[config.mk]
export PLATFORM = sky130hd
export DESIGN_NAME = clk_100ms_divider
export DESIGN_NICKNAME = d
export VERILOG_FILES = /design/src/rtl/clk_100ms_divider.sv
export SDC_FILE = /design/constraint.sdc
export NUM_CORES = 1
export LEC_CHECK = 0
export ABC_AREA = 1
export BUFFER_PORTS_ARGS = -buffer_cell sky130_fd_sc_hd__buf_2
export CORE_UTILIZATION = 35
export CTS_CLUSTER_SIZE = 20
export DETAILED_ROUTE_END_ITERATION = 16
export HOLD_SLACK_MARGIN = 0.1
export PLACE_DENSITY = 0.6
export REMOVE_ABC_BUFFERS = 1
export SLEW_MARGIN = 20
export SYNTH_ARGS = -nofsm -noshare
export SYNTH_HDL_FRONTEND = slang
export SYNTH_SLANG_ARGS = --single-unit
[constraint.sdc]
create_clock -name clk -period 1.8 [get_ports clk]
set_input_delay 0 -clock clk [delete_from_list [all_inputs] [get_ports clk]]
set_output_delay 0 -clock clk [all_outputs]
set_load 0.02 [all_outputs]
[src/rtl/clk_100ms_divider.sv]
`timescale 1ns/1ps
// Purpose: divides clk by 2*HALF_PERIOD into a 50% duty clk_out plus a one-cycle tick on each clk_out rise.
// Latency: outputs are registered; reset reaches the outputs one clk edge after rst is sampled high.
// Backpressure: none; free-running time base with no handshake, consumers sample tick every cycle.
module clk_100ms_divider #(
    parameter int HALF_PERIOD = 5_000_000,
    parameter int CNT_W       = (HALF_PERIOD > 1) ? $clog2(HALF_PERIOD) : 1
) (
    input  logic clk,
    input  logic rst,
    output logic clk_out,
    output logic tick
);

    // Terminal count of one half-period; $clog2(N) bits always hold N-1.
    localparam logic [CNT_W-1:0] LAST = CNT_W'(HALF_PERIOD - 1);

    // Declaration initialisers give the FPGA/simulation power-up state, so the
    // block runs X-free even with rst tied low.
    logic [CNT_W-1:0] cnt      = '0;
    logic             clk_out_q = 1'b0;
    logic             tick_q    = 1'b0;
    logic             wrap;

    // End of the current half-period: the edge that toggles clk_out.
    assign wrap = (cnt == LAST);

    // Half-period counter; wraps at LAST so it never reaches 2^CNT_W.
    always_ff @(posedge clk) begin
        if (rst) begin
            cnt <= '0;
        end else if (wrap) begin
            cnt <= '0;
        end else begin
            cnt <= cnt + CNT_W'(1);
        end
    end

    // Divided clock flop; reset has priority over a toggle due on the same edge.
    always_ff @(posedge clk) begin
        if (rst) begin
            clk_out_q <= 1'b0;
        end else if (wrap) begin
            clk_out_q <= ~clk_out_q;
        end
    end

    // Tick fires only for the low-to-high toggle, aligned with clk_out's first high cycle.
    always_ff @(posedge clk) begin
        if (rst) begin
            tick_q <= 1'b0;
        end else begin
            tick_q <= wrap & ~clk_out_q;
        end
    end

    assign clk_out = clk_out_q;
    assign tick    = tick_q;

endmodule

==> results of run 1 <==
## worst max path at each step
stage / startpoint / to / slack (ns) / cells after the start
finish: cnt[0] / cnt[12] / 0.28 / 6
global route: cnt[0] / cnt[19] / 0.08 / 6
CTS: cnt[0] / cnt[12] / 0.26 / 6
detailed placement: cnt[0] / cnt[19] / 0.26 / 6
global placement: cnt[0] / cnt[21] / 0.31 / 6
floorplan: cnt[0] / cnt[10] / 0.50 / 6
## cells by family after synthesis
| logic type | share of synthesized area [%] |
|---|---|
| buffers and inverters | 7.50 |
| AOI/OAI and AO/OA | 5.00 |
| xor gates and xnor gates | 5.38 |
| and+or+nand+nor | 42.7 |
| adders and majority gates | 0.961 |
| DFF | 38.5 |
## routing by layer
layer  wire (um)  part of all wire [%]  track usage, %
met2        1120                    45            24.1
met3          63                   2.5            3.83
met4          18                  0.71            4.36
met5           0                     0               0
met1        1320                    52            19.3
## power by group
| part | switching [W] | total, W | internal (W) | leakage (nW) |
|---|---|---|---|---|
| clock | 0.000178 | 0.000336 | 0.000158 | 0.0228 |
| combinational | 0.0000165 | 0.0000259 | 0.00000941 | 0.269 |
| sequential | 0.00000375 | 0.000562 | 0.000558 | 0.202 |
## cell type report
class                           instances  area [um2]
Clock buffer                            4        45.0
Fill cell                             376        2040
Inverter                               20        75.1
Multi-Input combinational cell        145         703
Sequential cell                        25         500
Tap cell                               46        57.6
Timing Repair Buffer                    4        25.0
## placed cells by master, fill, tap and decap left out, drive strengths merged
cell and instances:
nor3 1, dfxtp 25, dlygate4sd3 1, xor2 5
nor2 50, a21oi 8, nand4 3, xnor2 3
nand3b 2, inv 20, o21bai 2, or2 2
nand3 19, ha 1, clkbuf 4, o21ai 2
buf 3, nand2 47
## registers in the layout, indices dropped and copies added (netlist names)
name	count
cnt	23
clk_out	1
tick	1
## per-stage QoR
| stage | total power [W] | cells | util, % | hold slack, ns | cell area, um2 |
|---|---|---|---|---|---|
| 2_1_floorplan | 0.000592 | 190 | - | 0.169 | 1280 |
| 3_3_place_gp | 0.000600 | 239 | 39.3 | 0.278 | 1350 |
| 3_5_place_dp | 0.000599 | 239 | 39.3 | 0.278 | 1350 |
| 4_1_cts | 0.000938 | 244 | 40.9 | 0.458 | 1410 |
| 5_1_grt | 0.000964 | 244 | 40.9 | 0.487 | 1410 |
| 6_report | 0.000924 | 244 | 40.9 | 0.451 | 1410 |
## what timing repair did
item,in CTS,in global routing
resized for setup,0,0
hold buffers,1,0
endpoints found under the hold margin,5,0
## critical path: cells and delay by family, from the launching register on
kind,cells,cell delay [ns]
and+or+nand+nor,5,0.84
DFF,1,0.36
adders and majority gates,1,0.19
==> impl_metrics.py, run 1 <==
metrics = {
    "route": {
        "firstDrtPassIters": 4,
        "viasPerCell": 4.48,
        "drc": 0,
        "post_drt_wl_per_cell_um": 10.3,
        "drt_iter0_drc": 41,
        "routed_wl_um": 2520,
        "ant_nets": 0,
        "vias": 1093,
    },
    "clock_network": {
        "clk_pin_slew_ns": 0.09,
        "post_cts_buffers": 0,
        "cts.path.max_buffers": 2,
        "cts_tree": "yes",
        "insertion_delay_ns": 0.27,
        "cts_root_buffer": "clkbuf_8",
        "cts_htree_levels": 1,
        "cts_buffers": 3,
        "cts.sinks": 25,
    },
    "cells_and_area": {
        "area_delta_synth_final_pct": 8.08,
        "fin_nets": 202,
        "n_antenna_cell": 0,
        "drive_above_1_share_pct": 10.1,
    },
    "worst_setup_path": {
        "cp_common_cell": "nor2_1",
        "cp_slowest_cell": "dfxtp_1",
        "path_cells": "ha_1 -> nand3_1 -> nor2_1 -> nand3_2 -> nand2_2 -> nor2_1",
        "worstPathArrival_ns": 1.67,
        "worstPathRequired_ns": 1.95,
        "critPathCaptureType": "register",
        "r2r_cells": 6,
        "cp-start-kind": "register",
        "r2r_end": "cnt[12]",
        "slowest_delay_ns": 0.36,
        "r2r_start": "cnt[0]",
        "worstPathMaxFanout": 20,
        "critical_path_class": "register to register",
        "r2r_setup_slack_ns": 0.28,
    },
    "pwr": {
        "p_leak_nw": 0.494,
        "ir_drop_v": 0.000379,
        "p_per_area_nw_per_um2": 657,
    },
    "floorplan": {
        "ios": 4,
        "die_h_um": 63.0,
        "die_width_um": 63.0,
        "die_area_um2": 3970,
        "rows": 21,
        "core_um2": 3440,
        "start_util_pct": 37.8,
    },
    "timing": {
        "finalHoldViolCount": 0,
        "fmax_mhz": 659,
        "period_needed_ns": 1.52,
        "min_period_over_period_pct": 84.3,
        "rsz0062_at_grt": "no",
        "fin_ws_ns": 0.282,
        "skew_ns": 0.00224,
        "worstMarginPinSlew_ns": 0.404,
        "setup_viol": 0,
        "finalSetupTns_ns": 0,
        "slew-limit-headroom_pct": 73.0,
        "slew_violations": 0,
    },
    "placement": {
        "routabilityCongestion": 0.777,
        "post-place-ws_ns": 0.262,
        "portBuffers": 3,
        "dp_hpwl_um": 1900,
    },
    "synth": {
        "syn_area_um2": 1300,
        "synth-seq-cells": 25,
        "synth_top_area_share_pct": 38.5,
        "ys_top_cells_by_area": "dfxtp_1 (38%), nand2_1 (13%), nor2_1 (12%)",
        "synth_ff_type": "dfxtp_1",
        "synth_top_cell_by_area": "dfxtp_1",
        "ys_seq_area_share_pct": 38.5,
        "synthTopCellsByCount": "nand2_1 (44), nor2_1 (43), dfxtp_1 (25), inv_1 (19), nand3_1 (18)",
        "synthCells": 192,
        "async_flop_share_pct": 0,
        "synth-warning-count": 0,
        "synth_edf_count": 0,
        "synthMostInstantiatedCell": "nand2_1",
        "syn_area_per_cell_um2": 6.78,
        "synth.distinct_cells": 22,
    },
    "global_routing": {
        "grt_pass1_vias": 1073,
        "grt.total_usage_pct": 14.9,
        "grt_pass1_wl_um": 4620,
        "grt_overflow": 0,
        "grt_max_degree": 21,
        "antenna_found_initial": 0,
    },
    "worst_hold_path": {
        "min_path_cells": 1,
        "hold_path.startpoint": "cnt[0]",
        "holdPathEnd": "cnt[0]",
        "hold_path_class": "register to register",
    },
    "job": {
        "maxCapViolations": 0,
    },
    "run_status": {
        "status": "finished, final reports clean",
    },
}
Power figures use the tool's default switching activity.
==> inputs of run 2 (changes only) <==
PLACE_DENSITY = 0.62   (was 0.6)
clock period = 1.3 ns   (was 1.8 ns; I/O delays follow)
==> impl_metrics.py, run 2 (same netlist as run 1, synthesis figures left out) <==
metrics = {
    "worst_setup_path": {
        "worstPathRequired_ns": 1.46,
        "r2r_start": "cnt[11]",
        "critical_path_class": "register to register",
        "cp-start-kind": "register",
        "r2r_setup_slack_ns": 0.02,
        "r2r_cells": 8,
        "critPathCaptureType": "register",
        "worstPathMaxFanout": 12,
        "worstPathArrival_ns": 1.44,
        "r2r_end": "cnt[4]",
    },
    "global_routing": {
        "use_met1_pct": 19.7,
        "grt_use_met2_pct": 25.7,
        "grt_pass1_wl_um": 4910,
        "grtUsageMet3_pct": 3.83,
        "grt_overflow": 0,
        "grt.total_usage_pct": 15.7,
        "grt_max_degree": 14,
        "grt_pass1_vias": 1141,
        "grt.busiest_layer": "met2",
        "antenna_found_initial": 0,
    },
    "route": {
        "routed_wl_um": 2800,
        "drt_iter0_drc": 38,
        "post_drt_wl_per_cell_um": 10.7,
        "vias": 1204,
        "drc": 0,
        "viasPerCell": 4.58,
        "ant_nets": 0,
        "firstDrtPassIters": 4,
    },
    "timing": {
        "fmax_mhz": 784,
        "skew_ns": 0.00530,
        "min_period_over_period_pct": 98.1,
        "slew-limit-headroom_pct": 84.4,
        "slew_violations": 0,
        "worstMarginPinSlew_ns": 0.233,
        "rsz0062_at_grt": "yes",
        "whs_ns": 0.483,
        "setup_viol": 0,
        "period_needed_ns": 1.28,
        "finalHoldViolCount": 0,
        "fin_ws_ns": 0.0245,
    },
    "clock_network": {
        "cts_tree": "yes",
        "insertion_delay_ns": 0.27,
        "cts_root_buffer": "clkbuf_8",
        "cts_htree_levels": 1,
        "cts.sinks": 25,
        "cts_buffers": 3,
        "cts.path.max_buffers": 2,
        "clk_pin_slew_ns": 0.09,
    },
    "worst_hold_path": {
        "min_path_cells": 2,
        "hold_path.startpoint": "cnt[11]",
        "holdPathEnd": "cnt[11]",
        "hold_path_class": "register to register",
    },
    "floorplan": {
        "start_util_pct": 37.8,
        "die_area_um2": 3970,
        "ios": 4,
        "core_um2": 3440,
        "die_h_um": 63.0,
        "die_width_um": 63.0,
        "rows": 21,
    },
    "cells_and_area": {
        "fill_cells": 351,
        "multi_input_area_um2": 801,
        "layout_commonest_cell": "nand2_1",
        "register_area_um2": 519,
        "largest-register": "cnt",
        "area_delta_synth_final_pct": 30.2,
        "drive_above_1_share_pct": 30.4,
        "fin_nets": 221,
        "final_cell_mix": "nand2_1 (42), nor2_1 (39), inv_1 (19), buf_4 (16)",
        "largest_reg_flops": 23,
        "n_antenna_cell": 0,
    },
    "pwr": {
        "p_leak_nw": 0.643,
        "ir_drop_v": 0.000455,
        "pwr-share-comb_pct": 5.1,
        "pwr-share-clk_pct": 35.3,
        "seq_power_share_pct": 59.6,
        "p_per_area_nw_per_um2": 776,
        "internal_power_w": 0.00103,
        "switching_share_pct": 21.7,
        "p_switching_w": 0.000285,
    },
    "placement": {
        "portBuffers": 3,
        "routabilityCongestion": 0.876,
        "post-place-ws_ns": -0.0793,
        "dp_hpwl_um": 2070,
    },
    "job": {
        "maxCapViolations": 0,
    },
    "run_status": {
        "status": "finished, final reports clean",
    },
}
-- run 2: timing repair --
item                                   in CTS  in global routing
setup endpoints to repair                  24                 24
pin swaps                                   5                 12
endpoints found under the hold margin       5                  0
resized for setup                           9                 30
hold buffers                                1                  0
buffers inserted                            1                  4
-- run 2: metrics by stage --
stage	power, W	setup TNS [ns]	std cells	utilization (%)	instance area, um2
final	0.00131	0	263	49.2	1690
after global routing	0.00138	-0.590	263	49.2	1690
after CTS	0.00132	-0.00287	259	45.8	1580
after detailed placement	0.000848	-0.865	253	43.0	1480
after global placement	0.000847	-0.549	253	43.0	1480
after floorplan	0.000820	-0.0240	190	-	1280
-- run 2: how the worst max path moves through the flow --
stage,from,endpoint,slack (ns),cells after the start
3_5_place_dp,cnt[1],cnt[22],-0.08,8
3_3_place_gp,cnt[1],cnt[22],-0.05,8
2_1_floorplan,cnt[0],cnt[10],-0.002,6
5_1_grt,cnt[0],cnt[16],-0.05,8
6_report,cnt[11],cnt[4],0.02,8
4_1_cts,cnt[1],cnt[20],-0.003,8
-- run 2: power by group through the flow --
stage / sequential (W) / clock, W / combinational, W
global route: 0.000785 / 0.000518 / 0.0000763
finish: 0.000783 / 0.000464 / 0.0000675
CTS: 0.000782 / 0.000481 / 0.0000590
global placement: 0.000796 / 0 / 0.0000518
floorplan: 0.000795 / 0 / 0.0000251
detailed placement: 0.000796 / 0 / 0.0000521
-- run 2: per-layer routing --
metal / vias to the layer above / wire length [um]
met1: 532 / 1420
met2: 14 / 1250
li1: 651 / -
met5: - / 0
met3: 7 / 79
met4: 0 / 52
-- run 2: area by class of cell --
type / instances / share of cell area [%]
flip-flops and latches: 25 / 30.7
repair buffers: 23 / 11.6
multi-input cells: 145 / 47.3
inverters: 20 / 4.43
clock buffers: 4 / 2.66
well taps: 46 / 3.40
-- run 2: worst max-delay path, cell delays in order, from the launching register on --
cell     delay, ns
dfxtp_2       0.36
inv_1         0.05
nor2_1        0.11
nand2_1       0.12
nor2_2        0.11
nand3_2       0.12
nand2_4       0.11
buf_12        0.13
nor2_1        0.04
==> inputs of run 3 (changes only) <==
PLACE_DENSITY = default   (was 0.62)
==> impl_metrics.py, run 3 (same netlist as run 1, synthesis figures left out) <==
metrics = {
    "placement": {
        "post-place-cells": 252,
        "routabilityCongestion": 0.828,
        "post-place-ws_ns": -0.0642,
        "dp_hpwl_um": 2080,
        "portBuffers": 3,
    },
    "global_routing": {
        "grt.total_usage_pct": 16.2,
        "grt_overflow": 0,
        "grt_pass1_vias": 1132,
        "antenna_found_initial": 0,
        "grt_pass1_wl_um": 5080,
        "grt_max_degree": 14,
    },
    "route": {
        "ant_nets": 0,
        "drc": 0,
        "drt_iter0_drc": 87,
        "vias": 1189,
        "post_drt_wl_per_cell_um": 10.9,
        "routed_wl_um": 2870,
        "viasPerCell": 4.50,
        "firstDrtPassIters": 4,
    },
    "clock_network": {
        "cts.path.max_buffers": 2,
        "cts_htree_levels": 1,
        "cts.sinks": 25,
        "cts_tree": "yes",
        "cts_buffers": 3,
        "insertion_delay_ns": 0.27,
        "clk_pin_slew_ns": 0.08,
        "cts_root_buffer": "clkbuf_8",
    },
    "job": {
        "maxCapViolations": 0,
    },
    "cells_and_area": {
        "largest-register": "cnt",
        "final_cells": 264,
        "fin_nets": 222,
        "largest_reg_flops": 23,
        "layout_commonest_cell": "nand2_1",
        "final_cell_mix": "nand2_1 (42), nor2_1 (41), buf_4 (17), inv_1 (16)",
        "area_delta_synth_final_pct": 28.7,
        "drive_above_1_share_pct": 28.0,
        "n_antenna_cell": 0,
        "final_core_util_pct": 48.6,
    },
    "timing": {
        "finalHoldViolCount": 0,
        "worstMarginPinSlew_ns": 0.250,
        "setup_viol": 0,
        "slew_violations": 0,
        "rsz0062_at_grt": "yes",
        "period_needed_ns": 1.29,
        "finalSetupTns_ns": 0,
        "fmax_mhz": 773,
        "skew_ns": 0.00181,
        "min_period_over_period_pct": 99.5,
        "fin_ws_ns": 0.00679,
        "slew-limit-headroom_pct": 83.3,
    },
    "floorplan": {
        "ios": 4,
        "start_util_pct": 37.8,
        "rows": 21,
        "die_h_um": 63.0,
        "die_width_um": 63.0,
        "core_um2": 3440,
        "die_area_um2": 3970,
    },
    "worst_hold_path": {
        "min_path_cells": 2,
        "hold_path_class": "register to register",
    },
    "worst_setup_path": {
        "worstPathRequired_ns": 1.46,
        "critical_path_class": "register to register",
        "crit_path_start": "cnt[1]",
        "cp-start-kind": "register",
        "worstPathArrival_ns": 1.46,
        "worstPathMaxFanout": 5,
        "critPathCaptureType": "register",
        "r2r_end": "cnt[8]",
        "r2r_setup_slack_ns": 0.007,
        "cp-endpoint": "cnt[8]",
        "r2r_start": "cnt[1]",
        "r2r_cells": 7,
    },
    "pwr": {
        "p_per_area_nw_per_um2": 783,
        "p_leak_nw": 0.611,
        "ir_drop_v": 0.000384,
    },
    "run_status": {
        "status": "finished, final reports clean",
    },
}
run 3: cell types whose count changed in the layout (fill, tap and decap cells not counted), moves of 2 or more:
cell / change
nand2_4: -2
dfxtp_2: -2
nand2_2: +2
nor2_1: +2
nand3_1: +4
dfxtp_1: +3
nand3_2: -4
inv_1: -3
inv_2: +3
nor2_2: -2
run 3: what timing repair did:
action                                 4_1_cts  5_1_grt
setup endpoints to repair                   24       25
gates cloned                                 0        1
pin swaps                                    5        3
hold buffers                                 1        0
endpoints found under the hold margin        5        0
buffers inserted                             0        6
gates resized for setup                      9       19
run 3: report_power, final:
group	total [W]	internal [W]	switching [W]	leakage, nW
Clock	0.000461	0.000219	0.000241	0.0228
Sequential	0.000782	0.000774	0.00000814	0.207
Combinational	0.0000678	0.0000377	0.0000301	0.382
run 3: area by class of cell:
| type | instances | area, um2 |
|---|---|---|
| Clock buffer | 4 | 45.0 |
| Fill cell | 347 | 1770 |
| Multi-Input combinational cell | 145 | 766 |
| Sequential cell | 25 | 513 |
| Tap cell | 46 | 57.6 |
| Inverter | 20 | 75.1 |
| Timing Repair Buffer | 24 | 218 |
run 3: critical path, stage by stage, from the launching register on:
cell and delay [ns]:
dfxtp_2 0.36, ha_4 0.15, nand3_2 0.12, nor2_2 0.12, nand3_2 0.11, nand2_4 0.14
clkbuf_16 0.15, a21oi_1 0.04
run 3: how the worst min path moves through the flow:
stage,start,to,slack [ns]
after floorplan,rst,tick,0.17
after global placement,rst,tick,0.27
after detailed placement,rst,tick,0.27
after CTS,cnt[7],cnt[7],0.51
after global routing,cnt[6],cnt[6],0.51
final,cnt[7],cnt[7],0.49
run 3: through the flow:
step / cell area, um2 / power, W / hold WS [ns]
5_1_grt: 1670 / 0.00139 / 0.514
2_1_floorplan: 1280 / 0.000820 / 0.169
6_report: 1670 / 0.00131 / 0.486
3_3_place_gp: 1470 / 0.000847 / 0.271
3_5_place_dp: 1470 / 0.000846 / 0.271
4_1_cts: 1560 / 0.00132 / 0.505
run 3: routing by layer:
layer  vias to the layer above  track usage, %  share of wire (%)
met1                       522            21.7                 51
li1                        652               -                  -
met3                         5            2.19                1.8
met4                         0            5.52               0.98
met2                        10            26.3                 46
met5                         -               0                  0
